--- src/rtl/mem_arbiter.sv ---
// rtl/mem_arbiter.sv - two-requester memory/GPIO port arbiter with lock and round-robin
// Option: define MEM_ARBITER_FIXED_PRIO_EN to make requester 0 win every tie.
module mem_arbiter #(
  parameter int LOCK_MAX = 4
) (
  input  logic        Clk,
  input  logic        Reset,
  input  logic        i_Req0,
  input  logic        i_Req1,
  input  logic        i_Lock0,
  input  logic        i_Lock1,
  input  logic [31:0] i_A0,
  input  logic [31:0] i_A1,
  input  logic        i_WE0,
  input  logic        i_WE1,
  input  logic [31:0] i_D0,
  input  logic [31:0] i_D1,
  output logic        o_Ack0,
  output logic        o_Ack1,
  output logic [31:0] o_Q0,
  output logic [31:0] o_Q1,
  output logic [1:0]  o_Gnt,
  output logic [31:0] o_MemA,
  output logic        o_MemWE,
  output logic [31:0] o_MemD,
  input  logic [31:0] i_MemQ
);

  typedef enum logic [1:0] {IDLE, BUSY, ACK} state_t;

  localparam int CW = $clog2(LOCK_MAX + 1);
  localparam logic [CW-1:0] LOCK_MAX_C = CW'(LOCK_MAX);

  state_t         state_q, state_d;
  logic [1:0]     gnt_q, gnt_d;
  logic           last_q, last_d;   // owner of the current/last transaction, 1 = requester 1
  logic           we_q, we_d;
  logic [31:0]    a_q, a_d;
  logic [31:0]    d_q, d_d;
  logic [31:0]    q0_q, q0_d;
  logic [31:0]    q1_q, q1_d;
  logic           hold_q, hold_d;   // lock keeps the grant for the next IDLE
  logic           exh_q, exh_d;     // lock ran out; the other requester goes first
  logic [CW-1:0]  cnt_q, cnt_d;
`ifndef MEM_ARBITER_FIXED_PRIO_EN
  logic           ptr_q, ptr_d;
`endif

  logic [1:0] req_v;
  logic       win;
  logic       via_hold;
  logic       lk;

  assign req_v = {i_Req1, i_Req0};

  always_comb begin
    state_d  = state_q;
    gnt_d    = gnt_q;
    last_d   = last_q;
    we_d     = we_q;
    a_d      = a_q;
    d_d      = d_q;
    q0_d     = q0_q;
    q1_d     = q1_q;
    hold_d   = hold_q;
    exh_d    = exh_q;
    cnt_d    = cnt_q;
`ifndef MEM_ARBITER_FIXED_PRIO_EN
    ptr_d    = ptr_q;
`endif
    win      = 1'b0;
    via_hold = 1'b0;
    lk       = 1'b0;
    case (state_q)
      IDLE: begin
        if (|req_v) begin
          if (hold_q && req_v[last_q]) begin
            win      = last_q;
            via_hold = 1'b1;
          end else if (exh_q && req_v[~last_q]) begin
            win = ~last_q;
          end else if (&req_v) begin
`ifdef MEM_ARBITER_FIXED_PRIO_EN
            win = 1'b0;
`else
            win = ptr_q;
`endif
          end else begin
            win = i_Req1;
          end
          gnt_d   = win ? 2'b10 : 2'b01;
          last_d  = win;
          a_d     = win ? i_A1 : i_A0;
          d_d     = win ? i_D1 : i_D0;
          we_d    = win ? i_WE1 : i_WE0;
          cnt_d   = via_hold ? cnt_q + 1'b1 : '0;
          hold_d  = 1'b0;
          exh_d   = 1'b0;
          state_d = BUSY;
        end
      end
      BUSY: begin
        if (!we_q) begin
          if (last_q) q1_d = i_MemQ;
          else        q0_d = i_MemQ;
        end
        state_d = ACK;
      end
      ACK: begin
        lk     = last_q ? (i_Lock1 && i_Req1) : (i_Lock0 && i_Req0);
        hold_d = lk && (cnt_q < LOCK_MAX_C);
        exh_d  = lk && !(cnt_q < LOCK_MAX_C);
        if (!lk) cnt_d = '0;
`ifndef MEM_ARBITER_FIXED_PRIO_EN
        if (!hold_d) ptr_d = ~last_q;
`endif
        gnt_d   = 2'b00;
        state_d = IDLE;
      end
      default: state_d = IDLE;
    endcase
  end

  always_ff @(posedge Clk) begin
    if (!Reset) begin
      state_q <= IDLE;
      gnt_q   <= 2'b00;
      last_q  <= 1'b0;
      we_q    <= 1'b0;
      a_q     <= '0;
      d_q     <= '0;
      q0_q    <= '0;
      q1_q    <= '0;
      hold_q  <= 1'b0;
      exh_q   <= 1'b0;
      cnt_q   <= '0;
`ifndef MEM_ARBITER_FIXED_PRIO_EN
      ptr_q   <= 1'b0;
`endif
    end else begin
      state_q <= state_d;
      gnt_q   <= gnt_d;
      last_q  <= last_d;
      we_q    <= we_d;
      a_q     <= a_d;
      d_q     <= d_d;
      q0_q    <= q0_d;
      q1_q    <= q1_d;
      hold_q  <= hold_d;
      exh_q   <= exh_d;
      cnt_q   <= cnt_d;
`ifndef MEM_ARBITER_FIXED_PRIO_EN
      ptr_q   <= ptr_d;
`endif
    end
  end

  assign o_Gnt   = gnt_q;
  assign o_Ack0  = (state_q == ACK) && !last_q;
  assign o_Ack1  = (state_q == ACK) && last_q;
  assign o_MemWE = (state_q == BUSY) && we_q;
  assign o_MemA  = a_q;
  assign o_MemD  = d_q;
  assign o_Q0    = q0_q;
  assign o_Q1    = q1_q;

endmodule

--- config.mk ---
export PLATFORM = sky130hd
export DESIGN_NAME = mem_arbiter
export DESIGN_NICKNAME = d
export VERILOG_FILES = /design/src/rtl/mem_arbiter.sv
export SDC_FILE = /design/constraint.sdc
export NUM_CORES = 1
export LEC_CHECK = 0
export ABC_AREA = 1
export CAP_MARGIN = 30
export CORE_MARGIN = 3
export CORE_UTILIZATION = 41
export CTS_CLUSTER_SIZE = 24
export DETAILED_ROUTE_END_ITERATION = 16
export GPL_TIMING_DRIVEN = 0
export PLACE_DENSITY = 0.87
export SLEW_MARGIN = 20
export SYNTH_ARGS = -nofsm -noshare
export SYNTH_HDL_FRONTEND = slang
export SYNTH_SLANG_ARGS = --single-unit
export TNS_END_PERCENT = 20
--- constraint.sdc ---
create_clock -name Clk -period 1.9 [get_ports Clk]
set_input_delay 0.285 -clock Clk [delete_from_list [all_inputs] [get_ports Clk]]
set_output_delay 0.285 -clock Clk [all_outputs]
set_load 0.02 [all_outputs]
## After elaboration in Yosys (flattened, before gate mapping)

Cells that the tools add are included.

| storage, ports and cells | value |
|---|---|
| bits of input ports | 168 |
| flip-flop bits (word level) | 140 |
| word-level logic and storage cells | 72 |

| cells by class | value |
|---|---|
| add/subtract/negate cells | 1 |
| multiplexer cells | 28 |
| bitwise operators | 3 |
| equality and inequality tests | 4 |
| reductions and logical operators | 21 |
| $lt $le $gt $ge | 3 |

Operator list:

| cell | count |
|---|---|
| two-way mux 32 bit | 2 |
| two-way mux 1 bit | 15 |
| logical AND 1 bit | 9 |
| two-way mux 3 bit | 3 |
| AND reduction 3 bit | 3 |
| one-hot mux 2 bit (2 select lines) | 2 |
| AND reduction 2 bit | 4 |
| two-way mux 2 bit | 3 |
| one-hot mux 3 bit (2 select lines) | 1 |
| < comparator 1 x 2 -> 1 bit (second input constant) | 2 |
| != test 2 bit (second input constant) | 2 |
| one-hot mux 1 bit (2 select lines) | 2 |
| adder 3 x 1 -> 3 bit (second input constant) | 1 |
| < comparator 3 bit (second input constant) | 1 |
| NOT 1 bit | 3 |
| == test 2 x 1 -> 1 bit (second input constant) | 1 |
| == test 2 bit (second input constant) | 1 |
| logical NOT 1 bit | 2 |
| logical NOT 2 bit | 1 |
| nonzero test 2 bit | 1 |
| OR reduction 2 bit | 1 |

## Logic depth before layout (Yosys ltp)

| logic depth | value |
|---|---|
| word-level depth | 11 |
| depth in mapped cells | 12 |

## Worst setup path before layout

No wires, ideal clock.

| timing path | value |
|---|---|
| path kind | register to register |
| from | reg last_q |
| to | reg d_q[17] (netlist: o_MemD[17]) |
| buffers on the path | 2 |
| data arrival time | 1,250 ps |
| stages on the path, launching flop included | 12 |
| library setup time | 109 ps |
| setup slack | 541 ps |
| clock period less this slack | 1,359 ps |
| cells stage by stage | dfxtp_1 inv_2 nand2_1 nand3_1 nand2_2 nand2_2 buf_8 buf_8 nand3_2 nand3_1 nand2_1 inv_1 |

| between the ends | value |
|---|---|
| cells in the longest elaborated chain, start to end | 8 |
| elaborated cells between the ends (all ways) | 12 |

Ends and longest elaborated chain:

| item | RTL line | RTL |
|---|---|---|
| start, declared | 36 | `logic last_q, last_d;` |
| start signal, assigned | 143 | `last_q <= last_d;` |
| two-way mux 1 bit (implied by the code) (2 in series) | 80 | `end else if (exh_q && req_v[~last_q]) begin` |
| logical AND 1 bit | 80 |  |
| two-way mux 1 bit | 80 |  |
| two-way mux 1 bit * | 77 | `if (hold_q && req_v[last_q]) begin` |
| two-way mux 1 bit * | 76 | `if (\|req_v) begin` |
| two-way mux 1 bit * | 74 | `case (state_q)` |
| two-way mux 32 bit * | 94 | `d_d = win ? i_D1 : i_D0;` |
| end signal, assigned | 131 | `d_q <= '0;` |
| end signal, assigned | 146 | `d_q <= d_d;` |
| end, declared | 39 | `logic [31:0] d_q, d_d;` |

Every way passes the cells marked *; elsewhere a longest branch is shown, timed or not. The select of a mux whose other input is x is not followed.
A chain may end at the register's enable or synchronous reset.

## Worst setup path in the final report

| timing path | value |
|---|---|
| from | in i_Req0 |
| to | reg d_q[6] (netlist: o_MemD[6]) |

| between the ends | value |
|---|---|
| cells in the longest elaborated chain, start to end | 8 |
| elaborated cells between the ends (all ways) | 15 |

Ends and longest elaborated chain:

| item | RTL line | RTL |
|---|---|---|
| start, declared | 8 | `input logic i_Req0,` |
| two-way mux 1 bit (implied by the code) (2 in series) | 80 |  |
| logical AND 1 bit | 80 |  |
| two-way mux 1 bit | 80 |  |
| two-way mux 1 bit | 77 |  |
| two-way mux 1 bit | 76 |  |
| two-way mux 1 bit | 74 |  |
| two-way mux 32 bit | 94 |  |

Several ways; a longest one is shown, not always the timed one. The select of a mux whose other input is x is not followed.

==> flow_summary.toml <==
[cells_and_area]
layout.nets = 1347
antenna_cells = 0
utilization = 0.6829
design_area_um2 = 10110
final_cells = 1375
syn_to_final_growth_pct = 60.44
drive_above_1_share = 0.09572

[power_and_ir_drop]
p_clk_frac = 0.371
p_seq_frac = 0.377
p_int_w = 0.006106
combPwrFrac = 0.252
ir_drop_v = 0.0005491
p_sw_frac = 0.3046
switchingPower_w = 0.002674
power_density_nw_per_um2 = 868.2
leakagePower_nw = 4.361

[timing]
fmax_mhz = 565.8
worst_slew_margin_rel = 0.5679
slew_viol_final = 0
hold_viol = 0
timing.hold.ws_ns = 0.2548
tns_ns = 0
period_minus_slack_ns = 1.768
worst_slew_pin_slew_ns = 0.6482
post-route-period-util = 0.9303
rsz0062_at_grt = "yes"
setup_viol = 0
fin_skew_ns = 0.01146

[critical_path]
cpPeakStageDelay_ns = 0.56
reg2reg_to = "o_MemA[1]$_SDFFE_PN0P_"
worstPathMaxFanout = 10
reg2reg_depth = 7
cpMostUsedCell = "nand3_1"
cp.arrival_ns = 2.13
crit_chain = "clkdlybuf4s50_1 > nor2_1 > nor2_4 > clkbuf_1 > nand3_1 > nand3_1 > nand2_1 > inv_1"
start_kind = "input pin"
end_kind = "register"
cp.required_ns = 2.27
r2r_slack_ns = 0.17
path_class = "input pin to register"
cpMaxStageDelayCell = "clkdlybuf4s50_1"
r2r_start = "last_q$_SDFFE_PN0P_"

[route]
wl_per_cell_um = 16.67
post-route-drc-count = 0
vias_per_cell = 5.132
drt_iter0_markers = 384
drt-total-wl_mm = 22.93
vias = 7056
first_pass_iters = 5
ant_nets = 0

[global_routing]
grt_usage = 0.2657
grt_max_degree = 17
grt_pass1_wl_mm = 35.04
grt.overflow.total = 0
grt_pass1_vias = 6928
antenna_found_initial = 0

[cts]
clk_latency_ns = 0.42
cts_hold_buf = 0
cts-root-buf = "clkbuf_16"
clockBufferDepth = 2
clk_pin_slew_ns = 0.06
h-tree-depth = 4
cts.sinks = 140
cts_tree = "yes"
postCtsSetupRepairBufs = 0
numCtsBuffers = 17

[yosys]
synth_compound_area_frac = 0.06233
ys_warn_count = 0
muxShareOfSynthArea = 0
ys_seq_area_frac = 0.4446
synthesis.nets = 1029
synth.top_cell.area_share = 0.4446
synthSimpleGateAreaFrac = 0.3827
synth_top_family_by_area = "simple AND/OR/NAND/NOR gates"
synthAdderAreaFrac = 0.001985
yosysUniqueCellTypes = 24
postSynthRegisterBits = 140
yosys.area.top_type = "dfxtp_1"
syn_inst = 860
avgSynthCellArea_um2 = 7.330
netlist_area_um2 = 6304
synthTopCellsByArea = "dfxtp_1, nand2_1, nor2_1, nand3_1, nand4_1"
synthXorXnorAreaFrac = 0.001389

[min_path]
hold_start = "Reset"
holdPathEnd = "o_Q0[11]$_SDFFE_PN0P_"
whs_path_depth = 3
hold_class = "input pin to register"

[run]
timing.max_cap.violations = 0

[floorplan]
core_area_um2 = 14810
dieHeight_um = 130.0
initial_core_util = 0.4257
fp.dieW_um = 130.0
rows = 44
io_pins = 301
die_area_um2 = 16900

[placement]
portBuffers = 299
post-dp-hpwl_mm = 17.18
gp_congestion = 0.8595
place_inst = 1343
placed_area_um2 = 9527

[outcome]
status = "finished, final reports clean"
## worst max-delay path, delay by kind of cell
kind	cells	cell delay, ns
simple gates	5	0.71
buf+inv	3	1.13
## metal layers
layer	share of wire	routed length [um]	global-route usage
met5	0	0	0
met2	0.49	11130	0.4619
met4	0.033	753	0.1094
met3	0.11	2556	0.1146
met1	0.37	8489	0.2831
## power groups by stage
stage	Clock, W	Sequential [W]	Combinational (W)
after floorplan	0	0.00364	0.000835
after CTS	0.00332	0.00331	0.00222
after detailed placement	0	0.00337	0.00220
after global routing	0.00343	0.00333	0.00240
final	0.00325	0.00331	0.00222
after global placement	0	0.00336	0.00218
## how the worst max path moves through the flow
stage / startpoint / endpoint / slack (ns) / cells after the start
after floorplan: last_q$_SDFFE_PN0P_ / o_MemD[17]$_SDFFE_PN0P_ / 0.54 / 11
after global placement: i_Req0 / o_MemD[7]$_SDFFE_PN0P_ / -0.26 / 8
after detailed placement: i_Req0 / o_MemD[6]$_SDFFE_PN0P_ / -0.29 / 8
after CTS: state_q[1]$_SDFFE_PN0P_ / o_Ack1 / 0.06 / 5
after global routing: i_Req0 / o_MemD[3]$_SDFFE_PN0P_ / -0.03 / 9
final: i_Req0 / o_MemD[6]$_SDFFE_PN0P_ / 0.13 / 8
## stage by stage
step / worst slack, ns / total power (W)
final: 0.1324 / 0.008781
after global routing: -0.02862 / 0.009173
after CTS: 0.05579 / 0.008848
after detailed placement: -0.2890 / 0.005573
after global placement: -0.2564 / 0.005538
after floorplan: 0.5411 / 0.004473
## state kept, by name, summed over array words and instances, names as in the netlist
signal   cells
we_q         1
hold_q       1
o_Q1        32
o_Q0        32
o_Gnt        2
ptr_q        1
o_MemD      32
exh_q        1
o_MemA      32
cnt_q        3
state_q      2
last_q       1
## layout make-up
class / instances / area, um2
Timing Repair Buffer: 299 / 2990
Clock inverter: 13 / 128.9
Sequential cell: 140 / 2803
Inverter: 79 / 296.5
Tap cell: 184 / 230.2
Multi-Input combinational cell: 573 / 2834
Fill cell: 1178 / 4696
Clock buffer: 19 / 452.9
Buffer: 68 / 377.9
## placed cells by master, fill, tap and decap left out, drive strengths merged
| cell type | n |
|---|---|
| clkinv | 6 |
| clkdlybuf4s50 | 296 |
| a21boi | 1 |
| nor2 | 139 |
| nand3 | 143 |
| nand2 | 145 |
| clkdlybuf4s15 | 2 |
| nor3 | 1 |
| clkbuf | 54 |
| o211ai | 2 |
| inv | 83 |
| ha | 1 |
| bufinv | 1 |
| xor2 | 1 |
| nand4 | 66 |
| a21oi | 8 |
| o21ai | 66 |
| dfxtp | 140 |
| buf | 34 |
| clkinvlp | 2 |
## synth_stat cells
| library cell | instances |
|---|---|
| o21ai_0 | 66 |
| clkbuf_1 | 34 |
| buf_1 | 1 |
| buf_8 | 5 |
| a21boi_0 | 1 |
| nand4_1 | 66 |
| nand2_2 | 2 |
| buf_2 | 17 |
| nor2_1 | 138 |
| buf_4 | 10 |
| nand3_2 | 40 |
| dfxtp_1 | 140 |
| nor2_4 | 1 |
| nand2_1 | 143 |
| a21oi_1 | 8 |
| buf_6 | 1 |
| inv_1 | 75 |
| clkinv_1 | 2 |
| inv_2 | 2 |
| nor3_1 | 1 |
| nand3_1 | 103 |
| ha_1 | 1 |
| xor2_1 | 1 |
| o211ai_1 | 2 |
## cells by family (layout without fill, tap and decap cells)
| family | after synthesis | after routing |
|---|---|---|
| AO/OA/AOI/OAI | 77 | 77 |
| XOR/XNOR | 1 | 1 |
| adder cells (fa/ha/maj) | 1 | 1 |
| buffers and inverters | 147 | 478 |
| flip-flops | 140 | 140 |
| AND/OR/NAND/NOR | 494 | 494 |
## timing repair
action / in CTS / in global routing
endpoints found under the hold margin: 0 / 0
setup endpoints to repair: 3 / 5
resized for setup: 8 / 3
Note: power is estimated with default switching activity, not from simulation.
